<file path="src/rtl/channel_demultiplexer.sv">
// channel_demultiplexer: routes a c001-framed GLIP stream onto per-channel valid/ready lanes.
// Define CHANNEL_DEMUX_STATS_EN to add saturating err_count/drop_count outputs.
module channel_demultiplexer #(
  parameter int WIDTH = 16,
  parameter int CHANN = 8
) (
  input  logic                        clk,
  input  logic                        com_rst,
  input  logic                        fifo_in_valid,
  output logic                        fifo_in_ready,
  input  logic [WIDTH-1:0]            fifo_in_data,
  output logic [CHANN-1:0]            fifo_in_valid_channel,
  input  logic [CHANN-1:0]            fifo_in_ready_channel,
  output logic [CHANN-1:0][WIDTH-1:0] fifo_in_data_channel,
  output logic                        proto_err
`ifdef CHANNEL_DEMUX_STATS_EN
  ,
  output logic [15:0]                 err_count,
  output logic [15:0]                 drop_count
`endif
);
  localparam int CW = CHANN > 1 ? $clog2(CHANN) : 1;
  typedef enum logic [1:0] {DROP, DATA, ESC, ESC_DROP} state_t;
  state_t state, state_nxt;
  logic [CW-1:0] cur_chan, chan_nxt, hold_chan;
  logic [WIDTH-1:0] hold_data;
  logic hold_valid, accept, is_esc, is_hdr, hdr_ok, load, err;
  always_comb begin
    is_esc = fifo_in_data == 16'hc001;
    is_hdr = fifo_in_data[15:8] == 8'hab;
    hdr_ok = {1'b0, fifo_in_data[7:0]} < 9'(CHANN);
    fifo_in_ready = !hold_valid || fifo_in_ready_channel[hold_chan];
    accept = fifo_in_valid && fifo_in_ready;
    state_nxt = state;
    chan_nxt = cur_chan;
    load = 1'b0;
    err = 1'b0;
    if (accept)
      case (state)
        DROP: state_nxt = is_esc ? ESC_DROP : DROP;
        DATA: begin
          state_nxt = is_esc ? ESC : DATA;
          load = !is_esc;
        end
        default:
          if (is_esc) begin
            state_nxt = state == ESC ? DATA : DROP;
            load = state == ESC;
          end else if (is_hdr) begin
            chan_nxt = fifo_in_data[CW-1:0];
            state_nxt = hdr_ok ? DATA : DROP;
          end else begin
            err = 1'b1;
            state_nxt = DROP;
          end
      endcase
  end
  always_comb begin
    fifo_in_valid_channel = '0;
    fifo_in_data_channel = '0;
    for (int i = 0; i < CHANN; i++) begin
      fifo_in_valid_channel[i] = hold_valid && hold_chan == CW'(i);
      fifo_in_data_channel[i] = hold_data;
    end
  end
  always_ff @(posedge clk or posedge com_rst)
    if (com_rst) begin
      state <= DROP;
      cur_chan <= '0;
      hold_valid <= 1'b0;
      hold_data <= '0;
      hold_chan <= '0;
      proto_err <= 1'b0;
    end else begin
      state <= state_nxt;
      cur_chan <= chan_nxt;
      hold_valid <= load || (hold_valid && !fifo_in_ready_channel[hold_chan]);
      if (load) begin
        hold_data <= fifo_in_data;
        hold_chan <= CHANN == 1 ? '0 : cur_chan;
      end
      proto_err <= err;
    end
`ifdef CHANNEL_DEMUX_STATS_EN
  logic drop;
  assign drop = accept && ((state == DROP && !is_esc) || (state == ESC_DROP && is_esc));
  always_ff @(posedge clk or posedge com_rst)
    if (com_rst) begin
      err_count <= '0;
      drop_count <= '0;
    end else begin
      if (err && err_count != 16'hffff) err_count <= err_count + 16'd1;
      if (drop && drop_count != 16'hffff) drop_count <= drop_count + 16'd1;
    end
`endif
endmodule

</file>
<file path="config.mk">
export PLATFORM = sky130hd
export DESIGN_NAME = channel_demultiplexer
export DESIGN_NICKNAME = d
export VERILOG_FILES = /design/src/rtl/channel_demultiplexer.sv
export SDC_FILE = /design/constraint.sdc
export NUM_CORES = 1
export LEC_CHECK = 0
export BUFFER_PORTS_ARGS = -buffer_cell sky130_fd_sc_hd__buf_2
export CAP_MARGIN = 20
export CORE_UTILIZATION = 43
export CTS_CLUSTER_DIAMETER = 40
export DETAILED_ROUTE_END_ITERATION = 10
export PLACE_DENSITY = 0.87
export SYNTH_ARGS = -nofsm -noshare
export SYNTH_HDL_FRONTEND = slang
export SYNTH_SLANG_ARGS = --single-unit
</file>
<file path="constraint.sdc">
create_clock -name clk -period 3.42 [get_ports clk]
set_input_delay 0.855 -clock clk [delete_from_list [all_inputs] [get_ports clk]]
set_output_delay 0.855 -clock clk [all_outputs]
set_load 0.1 [all_outputs]
</file>
### After elaboration in Yosys (flattened, before gate mapping)

Index checks and enable logic that the tools add are counted.

| storage, ports and cells | value |
|---|---|
| register bits after elaboration | 26 |
| input bits | 27 |
| output and inout port bits | 138 |
| logic and storage cells | 56 |

| operators by class | value |
|---|---|
| order comparisons | 2 |
| eq/ne operators | 11 |
| mux-type cells | 16 |
| bitwise operators | 2 |
| reduce and logical (&&, ||, !) cells | 19 |

Operators by type and width:

| cell | number |
|---|---|
| $eq A16 B16 Y1 const B | 1 |
| $eq A3 B3 Y1 const B | 4 |
| $mux W1 | 11 |
| $logic_and A1 B1 Y1 | 10 |
| $eq A8 B8 Y1 const B | 1 |
| $lt A8 B4 Y1 const B | 1 |
| $eq A3 B2 Y1 const B | 2 |
| $lt A3 B4 Y1 const B | 1 |
| $mux W2 | 2 |
| $pmux W2 S2 | 1 |
| $reduce_and A4 Y1 | 1 |
| $bmux W1 S3 | 1 |
| $eq A3 B1 Y1 const B | 1 |
| $logic_not A1 Y1 | 3 |
| $logic_not A3 Y1 | 1 |
| $eq A2 B1 Y1 const B | 1 |
| $eq A2 B2 Y1 const B | 1 |
| $logic_not A2 Y1 | 1 |
| $logic_or A1 B1 Y1 | 2 |
| $not A1 Y1 | 2 |
| $pmux W1 S2 | 1 |
| $reduce_or A2 Y1 | 1 |

### Logic depth before layout (Yosys ltp)

Gate-level depths: netlist (run 1).

| logic depth | value |
|---|---|
| depth in word-level cells | 6 |
| depth in mapped cells | 7 |
| depth with buffers taken out | 5 |

### Worst setup path before layout (run 1)

Ideal clock, no wire load.

| timing path | value |
|---|---|
| path type | register to output |
| start point | register hold_chan[1] |
| end point | output port fifo_in_valid_channel[0] |
| arrival | 2.718 ns |
| data required time | 2.565 ns |
| path slack | -0.153 ns |
| cell stages (with the launch flop) | 4 |
| buffers on the path | 1 |
| cell sequence | dfrtp_1 > buf_2 > nand2b_1 > nor3_1 |

| between the ends | value |
|---|---|
| longest elaborated chain between the ends | 2 |

RTL lines:

| item | line | RTL |
|---|---|---|
| from (decl) | 25 | `logic [CW-1:0] cur_chan, chan_nxt, hold_chan;` |
| from (signal assigned) | 80 | `hold_chan <= CHANN == 1 ? '0 : cur_chan;` |
| $logic_not A3 Y1 | 62 | `fifo_in_valid_channel[i] = hold_valid && hold_chan == CW'(i);` |
| $logic_and A1 B1 Y1 | 62 |  |
| to (decl) | 12 | `output logic [CHANN-1:0] fifo_in_valid_channel,` |

Every way passes these cells.

### Final worst setup path (run 1)

| timing path | value |
|---|---|
| start point | input port fifo_in_ready_channel[2] |
| end point | output port fifo_in_ready |

| between the ends | value |
|---|---|
| longest elaborated chain between the ends | 3 |

RTL lines:

| item | line | RTL |
|---|---|---|
| from (decl) | 13 | `input logic [CHANN-1:0] fifo_in_ready_channel,` |
| $bmux W1 S3 | 32 | `fifo_in_ready = !hold_valid \|\| fifo_in_ready_channel[hold_chan];` |
| $mux W1 (not written as such) | 32 |  |
| $logic_or A1 B1 Y1 | 32 |  |
| to (decl) | 10 | `output logic fifo_in_ready,` |

Every way passes these cells. The select of a mux whose other input is x is not followed.

==> results of run 1 <==
## layout make-up
cell class	instances	area (µm²)	share of cell area (%)
clock inverters	1	30.0	1.34
clock buffers	3	41.3	1.85
multi-input cells	69	572	25.6
inverters	3	11.3	0.504
flip-flops and latches	26	651	29.1
well taps	54	67.6	3.02
repair buffers	167	863	38.6
## Yosys cell counts, types with 2 or more instances
master                      number  area [µm²]
sky130_fd_sc_hd__or4_1           2        15.0
sky130_fd_sc_hd__mux2_2          4        45.0
sky130_fd_sc_hd__nor2_1          9        33.8
sky130_fd_sc_hd__nand2b_1        2        12.5
sky130_fd_sc_hd__nand2_1         5        18.8
sky130_fd_sc_hd__inv_1           3        11.3
sky130_fd_sc_hd__o2111ai_1       2        17.5
sky130_fd_sc_hd__a32oi_1         2        17.5
sky130_fd_sc_hd__nor3_1          3        15.0
sky130_fd_sc_hd__o21ai_0         2        10.0
sky130_fd_sc_hd__mux2_1         18         203
sky130_fd_sc_hd__clkbuf_1        3        11.3
sky130_fd_sc_hd__mux2i_1         4        40.0
sky130_fd_sc_hd__nand4_1         3        18.8
sky130_fd_sc_hd__dfrtp_1        26         651
sky130_fd_sc_hd__buf_4         112         841
## metal layers
layer / global-route usage (%) / vias to the layer above / share of wire (%)
met5: 0 / - / 0
met4: 1.96 / 0 / 0
met3: 3.38 / 0 / 6.7
met2: 23.0 / 71 / 50
met1: 17.7 / 648 / 43
li1: - / 708 / -
## worst reg2reg max path, stage by stage, from the launching register on
cell and delay, ps:
sky130_fd_sc_hd__dfrtp_1 540, sky130_fd_sc_hd__mux2i_1 160, sky130_fd_sc_hd__a32oi_1 260, sky130_fd_sc_hd__nand4_1 360
sky130_fd_sc_hd__a21oi_4 240, sky130_fd_sc_hd__buf_4 240, sky130_fd_sc_hd__mux2_2 360
## sequential cells by signal (all words and copies together), names as in the netlist
name,count
cur_chan,3
hold_data,16
hold_chan,3
state,2
hold_valid,1
proto_err,1
## report_power, final
part / switching, mW / internal, mW / total [mW]
logic: 0.632 / 0.0717 / 0.703
registers: 0.0162 / 0.317 / 0.333
clock network: 0.0963 / 0.157 / 0.253
## cell families after synthesis
logic type,after synthesis
compound gates,11
buf+inv,120
flops,26
simple gates,32
mux,26
## worst max-delay path by stage
stage / from / end / cells past startpoint
CTS: fifo_in_ready_channel[2] / fifo_in_ready / 5
global route: hold_chan[0] / fifo_in_ready / 4
detailed placement: fifo_in_data[2] / hold_data[12] / 7
global placement: fifo_in_data[2] / hold_data[13] / 7
finish: fifo_in_ready_channel[2] / fifo_in_ready / 5
floorplan: hold_chan[0] / fifo_in_valid_channel[4] / 3
## through the flow
stage	cells	total power, mW	cell area (µm²)
after detailed placement	318	1.04	2140
after CTS	322	1.30	2210
after global routing	323	1.33	2240
final	323	1.29	2240
after global placement	318	1.04	2140
after floorplan	215	1.04	2100
==> flow_summary.html, run 1 <==
<table>
<tr><th>Metric</th><th>Value</th></tr>
<tr><th colspan="2">Placed design</th></tr>
<tr><td>Number of input and output port buffers inserted</td><td>164</td></tr>
<tr><td>Estimated wirelength of the detail-placed design</td><td>3040 µm</td></tr>
<tr><td>Setup slack after placement</td><td>481 ps</td></tr>
<tr><td>Global placer's final weighted congestion</td><td>0.692</td></tr>
<tr><th colspan="2">Yosys</th></tr>
<tr><td>Area share of and/or/nand/nor cells after synthesis</td><td>8.67%</td></tr>
<tr><td>Mapped Area</td><td>2090 µm²</td></tr>
<tr><td>Compound-cell area share of the yosys netlist</td><td>4.43%</td></tr>
<tr><td>Fraction of registers with async set or reset after synthesis</td><td>100%</td></tr>
<tr><td>Mux contribution to synthesized area</td><td>13.8%</td></tr>
<tr><td>Synth Area per Inst</td><td>9.73 µm²</td></tr>
<tr><td>Synth Net Count</td><td>242</td></tr>
<tr><td>Number of distinct library cells after synthesis</td><td>31</td></tr>
<tr><td>Total of warnings raised by yosys</td><td>0</td></tr>
<tr><td>Ys flop type</td><td>sky130_fd_sc_hd__dfrtp_1</td></tr>
<tr><td>Main combinational cell family by area after synthesis</td><td>buffers and inverters</td></tr>
<tr><td>Adder-cell share of the synthesized area</td><td>0%</td></tr>
<tr><td>Cells after synthesis</td><td>215</td></tr>
<tr><td>Xor and xnor fraction of the mapped netlist area</td><td>0%</td></tr>
<tr><td>Seq cells post-synth</td><td>26</td></tr>
<tr><td>Post-synth EDFFs</td><td>0</td></tr>
<tr><td>Sequential fraction of the synthesis area</td><td>31.1%</td></tr>
<tr><th colspan="2">Layout</th></tr>
<tr><td>Inserted Diodes</td><td>0</td></tr>
<tr><td>Layout filler cell count</td><td>438</td></tr>
<tr><td>Nets</td><td>297</td></tr>
<tr><td>Commonest non-fill, non-tap cells in the layout</td><td>sky130_fd_sc_hd__buf_2, sky130_fd_sc_hd__dfrtp_1, sky130_fd_sc_hd__mux2_1, sky130_fd_sc_hd__nor2_1, sky130_fd_sc_hd__nand2_1</td></tr>
<tr><td>Synth-to-layout area growth</td><td>6.88%</td></tr>
<tr><td>Final core area utilization</td><td>47.7%</td></tr>
<tr><td>Most common library cell in the layout ignoring fill and taps</td><td>sky130_fd_sc_hd__buf_2</td></tr>
<tr><td>Share of layout cells above drive strength 1</td><td>67.3%</td></tr>
<tr><th colspan="2">STA</th></tr>
<tr><td>Final setup vio count</td><td>0</td></tr>
<tr><td>Worst slew pin tran</td><td>496 ps</td></tr>
<tr><td>Final Max Tran Viols</td><td>0</td></tr>
<tr><td>Final hold slack</td><td>495 ps</td></tr>
<tr><td>Period utilisation layout</td><td>81.0%</td></tr>
<tr><td>Post-route setup slack</td><td>651 ps</td></tr>
<tr><td>TNS Setup</td><td>0 ps</td></tr>
<tr><td>Final hold viol count</td><td>0</td></tr>
<tr><td>Min cycle time layout</td><td>2770 ps</td></tr>
<tr><td>Slew headroom</td><td>67.2%</td></tr>
<tr><td>Setup repair after global routing missed its margin</td><td>false</td></tr>
<tr><td>Timing-limited maximum frequency</td><td>0.361 GHz</td></tr>
<tr><td>Worst setup skew after layout</td><td>6.04 ps</td></tr>
<tr><th colspan="2">Clocking</th></tr>
<tr><td>Number of sinks on the clock net</td><td>26</td></tr>
<tr><td>CTS tree</td><td>done</td></tr>
<tr><td>Cell at the root of the clock tree</td><td>sky130_fd_sc_hd__clkbuf_8</td></tr>
<tr><td>Number of setup buffers added after CTS</td><td>0</td></tr>
<tr><td>Clock buffers created by TritonCTS</td><td>3</td></tr>
<tr><td>Post-cts hold buffer count</td><td>0</td></tr>
<tr><td>Maximum level of the CTS H-tree</td><td>1</td></tr>
<tr><td>Post-CTS Resized</td><td>0</td></tr>
<tr><td>Clock input transition at the sequential cells of the worst setup and hold paths</td><td>90 ps</td></tr>
<tr><td>Maximum clock insertion buffer count</td><td>2</td></tr>
<tr><td>Clock Latency Late Sink</td><td>270 ps</td></tr>
<tr><th colspan="2">Setup path</th></tr>
<tr><td>Family with the most delay on the worst path</td><td>buffers and inverters</td></tr>
<tr><td>Critical path endpoint category</td><td>primary output</td></tr>
<tr><td>Critical Setup Path Class</td><td>input pin to primary output</td></tr>
<tr><td>Critical Path RT</td><td>2560 ps</td></tr>
<tr><td>CP peak stage delay</td><td>430 ps</td></tr>
<tr><td>Crit path buf inv count</td><td>2</td></tr>
<tr><td>Origin of the critical flop-to-flop path</td><td>hold_chan[1]</td></tr>
<tr><td>CP max FO</td><td>2</td></tr>
<tr><td>Worst reg-to-reg path cell count</td><td>6</td></tr>
<tr><td>Type of element launching the critical path</td><td>input pin</td></tr>
<tr><td>Arrival time at the worst endpoint</td><td>1910 ps</td></tr>
<tr><td>Worst R2R End</td><td>hold_data[13]</td></tr>
<tr><td>Ordered list of cells on the worst path</td><td>buf_2 -&gt; mux2i_1 -&gt; a32oi_1 -&gt; and3_1 -&gt; buf_2</td></tr>
<tr><td>Cell seen most often among critical-path stages</td><td>sky130_fd_sc_hd__buf_2</td></tr>
<tr><td>Cell with the largest stage delay on the worst path</td><td>sky130_fd_sc_hd__buf_2</td></tr>
<tr><td>Setup slack of the worst register-to-register path</td><td>1160 ps</td></tr>
<tr><th colspan="2">Global routing</th></tr>
<tr><td>Via count of the first global-routing pass</td><td>1143</td></tr>
<tr><td>First-pass GRT wire length</td><td>5470 µm</td></tr>
<tr><td>Number of antenna violations at the first check in global routing</td><td>0</td></tr>
<tr><td>GRT overflow</td><td>0</td></tr>
<tr><td>GRT Overall Usage</td><td>13.5%</td></tr>
<tr><td>Pin count of the biggest net entering global routing</td><td>27</td></tr>
<tr><th colspan="2">Routing</th></tr>
<tr><td>Detailed-router iteration count before antenna repair</td><td>4</td></tr>
<tr><td>Total routed wirelength</td><td>3750 µm</td></tr>
<tr><td>Iteration-0 DRC count of the detailed router</td><td>39</td></tr>
<tr><td>Remaining number of nets flagged by the antenna check after routing</td><td>0</td></tr>
<tr><td>DR DRC count</td><td>0</td></tr>
<tr><td>Vias per cell</td><td>4.42</td></tr>
<tr><td>Via Count</td><td>1427</td></tr>
<tr><td>Detail-routed net length per standard cell</td><td>11.6 µm</td></tr>
<tr><th colspan="2">Power and ir drop</th></tr>
<tr><td>Worst IR Drop VDD</td><td>170 µV</td></tr>
<tr><td>PD cells</td><td>577 nW/µm²</td></tr>
<tr><td>Reported leakage power</td><td>1.39 nW</td></tr>
<tr><th colspan="2">Worst hold path</th></tr>
<tr><td>Class of the tightest hold or removal check</td><td>flip-flop to flip-flop</td></tr>
<tr><td>Worst min-delay path startpoint</td><td>cur_chan[2]</td></tr>
<tr><td>Hold path depth</td><td>1</td></tr>
<tr><td>Worst hold endpoint</td><td>hold_chan[2]</td></tr>
<tr><th colspan="2">Outcome</th></tr>
<tr><td>Status</td><td>finished clean</td></tr>
<tr><th colspan="2">Floorplanning</th></tr>
<tr><td>Die Span X</td><td>71.8 µm</td></tr>
<tr><td>I/O pin cnt</td><td>165</td></tr>
<tr><td>Core Rows</td><td>25</td></tr>
<tr><td>Height of the chip</td><td>71.8 µm</td></tr>
<tr><td>Core region area</td><td>4690 µm²</td></tr>
<tr><td>Total Die Area</td><td>5150 µm²</td></tr>
<tr><td>Initial cell density of the core</td><td>44.6%</td></tr>
<tr><th colspan="2">Flow run</th></tr>
<tr><td>Max_cap viols</td><td>0</td></tr>
</table>
Power figures use the tool's default switching activity.
==> inputs of run 2 (changes only) <==
--- a/config.mk
+++ b/config.mk
@@ -7,10 +7,10 @@
 export LEC_CHECK = 0
 export BUFFER_PORTS_ARGS = -buffer_cell sky130_fd_sc_hd__buf_2
 export CAP_MARGIN = 20
-export CORE_UTILIZATION = 43
+export CORE_UTILIZATION = 40
 export CTS_CLUSTER_DIAMETER = 40
 export DETAILED_ROUTE_END_ITERATION = 10
-export PLACE_DENSITY = 0.87
+export PLACE_DENSITY = 0.81
 export SYNTH_ARGS = -nofsm -noshare
 export SYNTH_HDL_FRONTEND = slang
 export SYNTH_SLANG_ARGS = --single-unit
==> constraint.sdc (replaced) <==
create_clock -name clk -period 2.69 [get_ports clk]
set_input_delay 0.6725 -clock clk [delete_from_list [all_inputs] [get_ports clk]]
set_output_delay 0.6725 -clock clk [all_outputs]
set_load 0.1 [all_outputs]
==> flow_summary.html, run 2 (synthesized netlist as in run 1, its figures left out) <==
<table>
<tr><th>Metric</th><th>Value</th></tr>
<tr><th colspan="2">Outcome</th></tr>
<tr><td>Status</td><td>finished clean</td></tr>
<tr><th colspan="2">STA</th></tr>
<tr><td>Worst setup skew after layout</td><td>2.05 ps</td></tr>
<tr><td>Period utilisation layout</td><td>93.3%</td></tr>
<tr><td>Slew headroom</td><td>67.1%</td></tr>
<tr><td>TNS Setup</td><td>0 ps</td></tr>
<tr><td>Worst slew pin tran</td><td>496 ps</td></tr>
<tr><td>Final Max Tran Viols</td><td>0</td></tr>
<tr><td>Timing-limited maximum frequency</td><td>0.399 GHz</td></tr>
<tr><td>Final setup vio count</td><td>0</td></tr>
<tr><td>Final hold viol count</td><td>0</td></tr>
<tr><td>Setup repair after global routing missed its margin</td><td>false</td></tr>
<tr><td>Min cycle time layout</td><td>2510 ps</td></tr>
<tr><th colspan="2">Power and ir drop</th></tr>
<tr><td>Net switching component of the power</td><td>931 µW</td></tr>
<tr><td>Worst IR Drop VDD</td><td>236 µV</td></tr>
<tr><td>PD cells</td><td>686 nW/µm²</td></tr>
<tr><td>Reported leakage power</td><td>1.38 nW</td></tr>
<tr><td>Internal power</td><td>591 µW</td></tr>
<tr><td>Clock power share</td><td>13.6%</td></tr>
<tr><td>Logic gate share of total power</td><td>58.5%</td></tr>
<tr><td>Fraction of power consumed by sequential logic</td><td>27.9%</td></tr>
<tr><td>Switching share of total power</td><td>61.2%</td></tr>
<tr><th colspan="2">Routing</th></tr>
<tr><td>DR DRC count</td><td>0</td></tr>
<tr><td>Detail-routed net length per standard cell</td><td>11.4 µm</td></tr>
<tr><td>Detailed-router iteration count before antenna repair</td><td>4</td></tr>
<tr><td>Remaining number of nets flagged by the antenna check after routing</td><td>0</td></tr>
<tr><td>Via Count</td><td>1444</td></tr>
<tr><td>Iteration-0 DRC count of the detailed router</td><td>26</td></tr>
<tr><td>Total routed wirelength</td><td>3860 µm</td></tr>
<tr><td>Vias per cell</td><td>4.28</td></tr>
<tr><th colspan="2">Clocking</th></tr>
<tr><td>CTS tree</td><td>done</td></tr>
<tr><td>Clock Latency Late Sink</td><td>260 ps</td></tr>
<tr><td>Number of setup buffers added after CTS</td><td>0</td></tr>
<tr><td>Post-CTS Resized</td><td>0</td></tr>
<tr><td>Clock buffers created by TritonCTS</td><td>3</td></tr>
<tr><td>Number of sinks on the clock net</td><td>26</td></tr>
<tr><td>Maximum level of the CTS H-tree</td><td>1</td></tr>
<tr><td>Clock input transition at the sequential cells of the worst setup and hold paths</td><td>80 ps</td></tr>
<tr><td>Maximum clock insertion buffer count</td><td>2</td></tr>
<tr><td>Post-cts hold buffer count</td><td>0</td></tr>
<tr><td>Cell at the root of the clock tree</td><td>sky130_fd_sc_hd__clkbuf_8</td></tr>
<tr><th colspan="2">Setup path</th></tr>
<tr><td>Critical path endpoint category</td><td>primary output</td></tr>
<tr><td>Type of element launching the critical path</td><td>flip-flop</td></tr>
<tr><td>Ordered list of cells on the worst path</td><td>and3b_1 -&gt; a32oi_1 -&gt; and3_1 -&gt; buf_2</td></tr>
<tr><td>CP peak stage delay</td><td>540 ps</td></tr>
<tr><td>Crit path buf inv count</td><td>1</td></tr>
<tr><td>CP max FO</td><td>10</td></tr>
<tr><td>Arrival time at the worst endpoint</td><td>1840 ps</td></tr>
<tr><td>Critical Path RT</td><td>2020 ps</td></tr>
<tr><td>Family with the most delay on the worst path</td><td>flip-flops</td></tr>
<tr><td>Cell with the largest stage delay on the worst path</td><td>sky130_fd_sc_hd__dfrtp_1</td></tr>
<tr><td>Critical Setup Path Class</td><td>flip-flop to primary output</td></tr>
<tr><th colspan="2">Placed design</th></tr>
<tr><td>Number of input and output port buffers inserted</td><td>164</td></tr>
<tr><td>Global placer's final weighted congestion</td><td>0.706</td></tr>
<tr><td>Estimated wirelength of the detail-placed design</td><td>3160 µm</td></tr>
<tr><td>Cell total after placement</td><td>334</td></tr>
<tr><th colspan="2">Floorplanning</th></tr>
<tr><td>Total Die Area</td><td>5520 µm²</td></tr>
<tr><td>Height of the chip</td><td>74.3 µm</td></tr>
<tr><td>Core region area</td><td>4880 µm²</td></tr>
<tr><td>Die Span X</td><td>74.3 µm</td></tr>
<tr><td>Core Rows</td><td>25</td></tr>
<tr><td>I/O pin cnt</td><td>165</td></tr>
<tr><td>Initial cell density of the core</td><td>42.9%</td></tr>
<tr><th colspan="2">Layout</th></tr>
<tr><td>Leading registers by flop count</td><td>hold_data: 16 flops, cur_chan: 3 flops, hold_chan: 3 flops</td></tr>
<tr><td>Flip-flop count of the largest register, all copies and words added</td><td>16</td></tr>
<tr><td>Sequential cell area</td><td>651 µm²</td></tr>
<tr><td>Combined area of the multi-input logic cells</td><td>572 µm²</td></tr>
<tr><td>Final core area utilization</td><td>45.4%</td></tr>
<tr><td>Synth-to-layout area growth</td><td>5.98%</td></tr>
<tr><td>Inserted Diodes</td><td>0</td></tr>
<tr><td>Commonest non-fill, non-tap cells in the layout</td><td>sky130_fd_sc_hd__buf_2, sky130_fd_sc_hd__dfrtp_1, sky130_fd_sc_hd__mux2_1, sky130_fd_sc_hd__nor2_1</td></tr>
<tr><td>Most common library cell in the layout ignoring fill and taps</td><td>sky130_fd_sc_hd__buf_2</td></tr>
<tr><td>Layout filler cell count</td><td>475</td></tr>
<tr><td>Largest register by flop count</td><td>hold_data</td></tr>
<tr><td>Share of layout cells above drive strength 1</td><td>67.4%</td></tr>
<tr><td>Nets</td><td>299</td></tr>
<tr><td>Number of cells in the finished layout apart from fillers</td><td>337</td></tr>
<tr><th colspan="2">Global routing</th></tr>
<tr><td>GRT Overall Usage</td><td>13.6%</td></tr>
<tr><td>Pin count of the biggest net entering global routing</td><td>27</td></tr>
<tr><td>Via count of the first global-routing pass</td><td>1140</td></tr>
<tr><td>GRT overflow</td><td>0</td></tr>
<tr><td>First-pass GRT wire length</td><td>5550 µm</td></tr>
<tr><td>Number of antenna violations at the first check in global routing</td><td>0</td></tr>
<tr><th colspan="2">Flow run</th></tr>
<tr><td>Max_cap viols</td><td>0</td></tr>
<tr><th colspan="2">Worst hold path</th></tr>
<tr><td>Class of the tightest hold or removal check</td><td>input pin to asynchronous set/reset pin</td></tr>
</table>
[run 2: cell types whose count changed in the layout (fill, tap and decap cells not counted)]
cell                        previous run  this run
sky130_fd_sc_hd__buf_16                1         0
sky130_fd_sc_hd__bufinv_16             1         0
sky130_fd_sc_hd__buf_4                 2         5
[run 2: worst paths after layout]
path,cells past startpoint,from,slack (ps),to
min reg2reg,1,cur_chan[1],500,hold_chan[1]
max,4,hold_chan[0],180,fifo_in_ready
min in group clk,1,cur_chan[1],500,hold_chan[1]
max reg2reg,6,hold_chan[0],510,hold_data[8]
min,3,com_rst,450,hold_data[3]
max in group asynchronous,3,com_rst,1990,hold_data[11]
[run 2: cell type report]
type,count,area share (%)
Multi-Input combinational cell,69,25.8
Inverter,3,0.508
Tap cell,67,3.78
Sequential cell,26,29.3
Clock buffer,3,1.86
Timing Repair Buffer,169,38.7
[run 2: worst min-delay path, delay by kind of cell]
family   cells  cell delay, ps
buf+inv      3             450
[run 2: stage by stage]
step	power [mW]	hold WS [ps]	cell area [µm²]	setup slack, ps
floorplan	1.33	460	2100	35.6
global placement	1.32	464	2180	102
detailed placement	1.33	482	2180	52.5
CTS	1.54	451	2220	158
global route	1.58	471	2220	28.4
finish	1.52	452	2220	181
[run 2: power by group through the flow]
stage	combinational [mW]	sequential (mW)	clock, mW
final	0.890	0.424	0.208
after global routing	0.911	0.430	0.244
after CTS	0.894	0.425	0.224
after detailed placement	0.894	0.433	0
after global placement	0.892	0.431	0
after floorplan	0.802	0.523	0
[run 2: routing by layer]
layer,wire [µm],share of wire [%],up-vias,track usage [%]
met2,1990,52,91,23.9
met1,1510,39,638,15.7
met3,271,7.0,5,1.76
li1,-,-,710,-
met5,0,0,-,0
met4,85,2.2,0,8.18
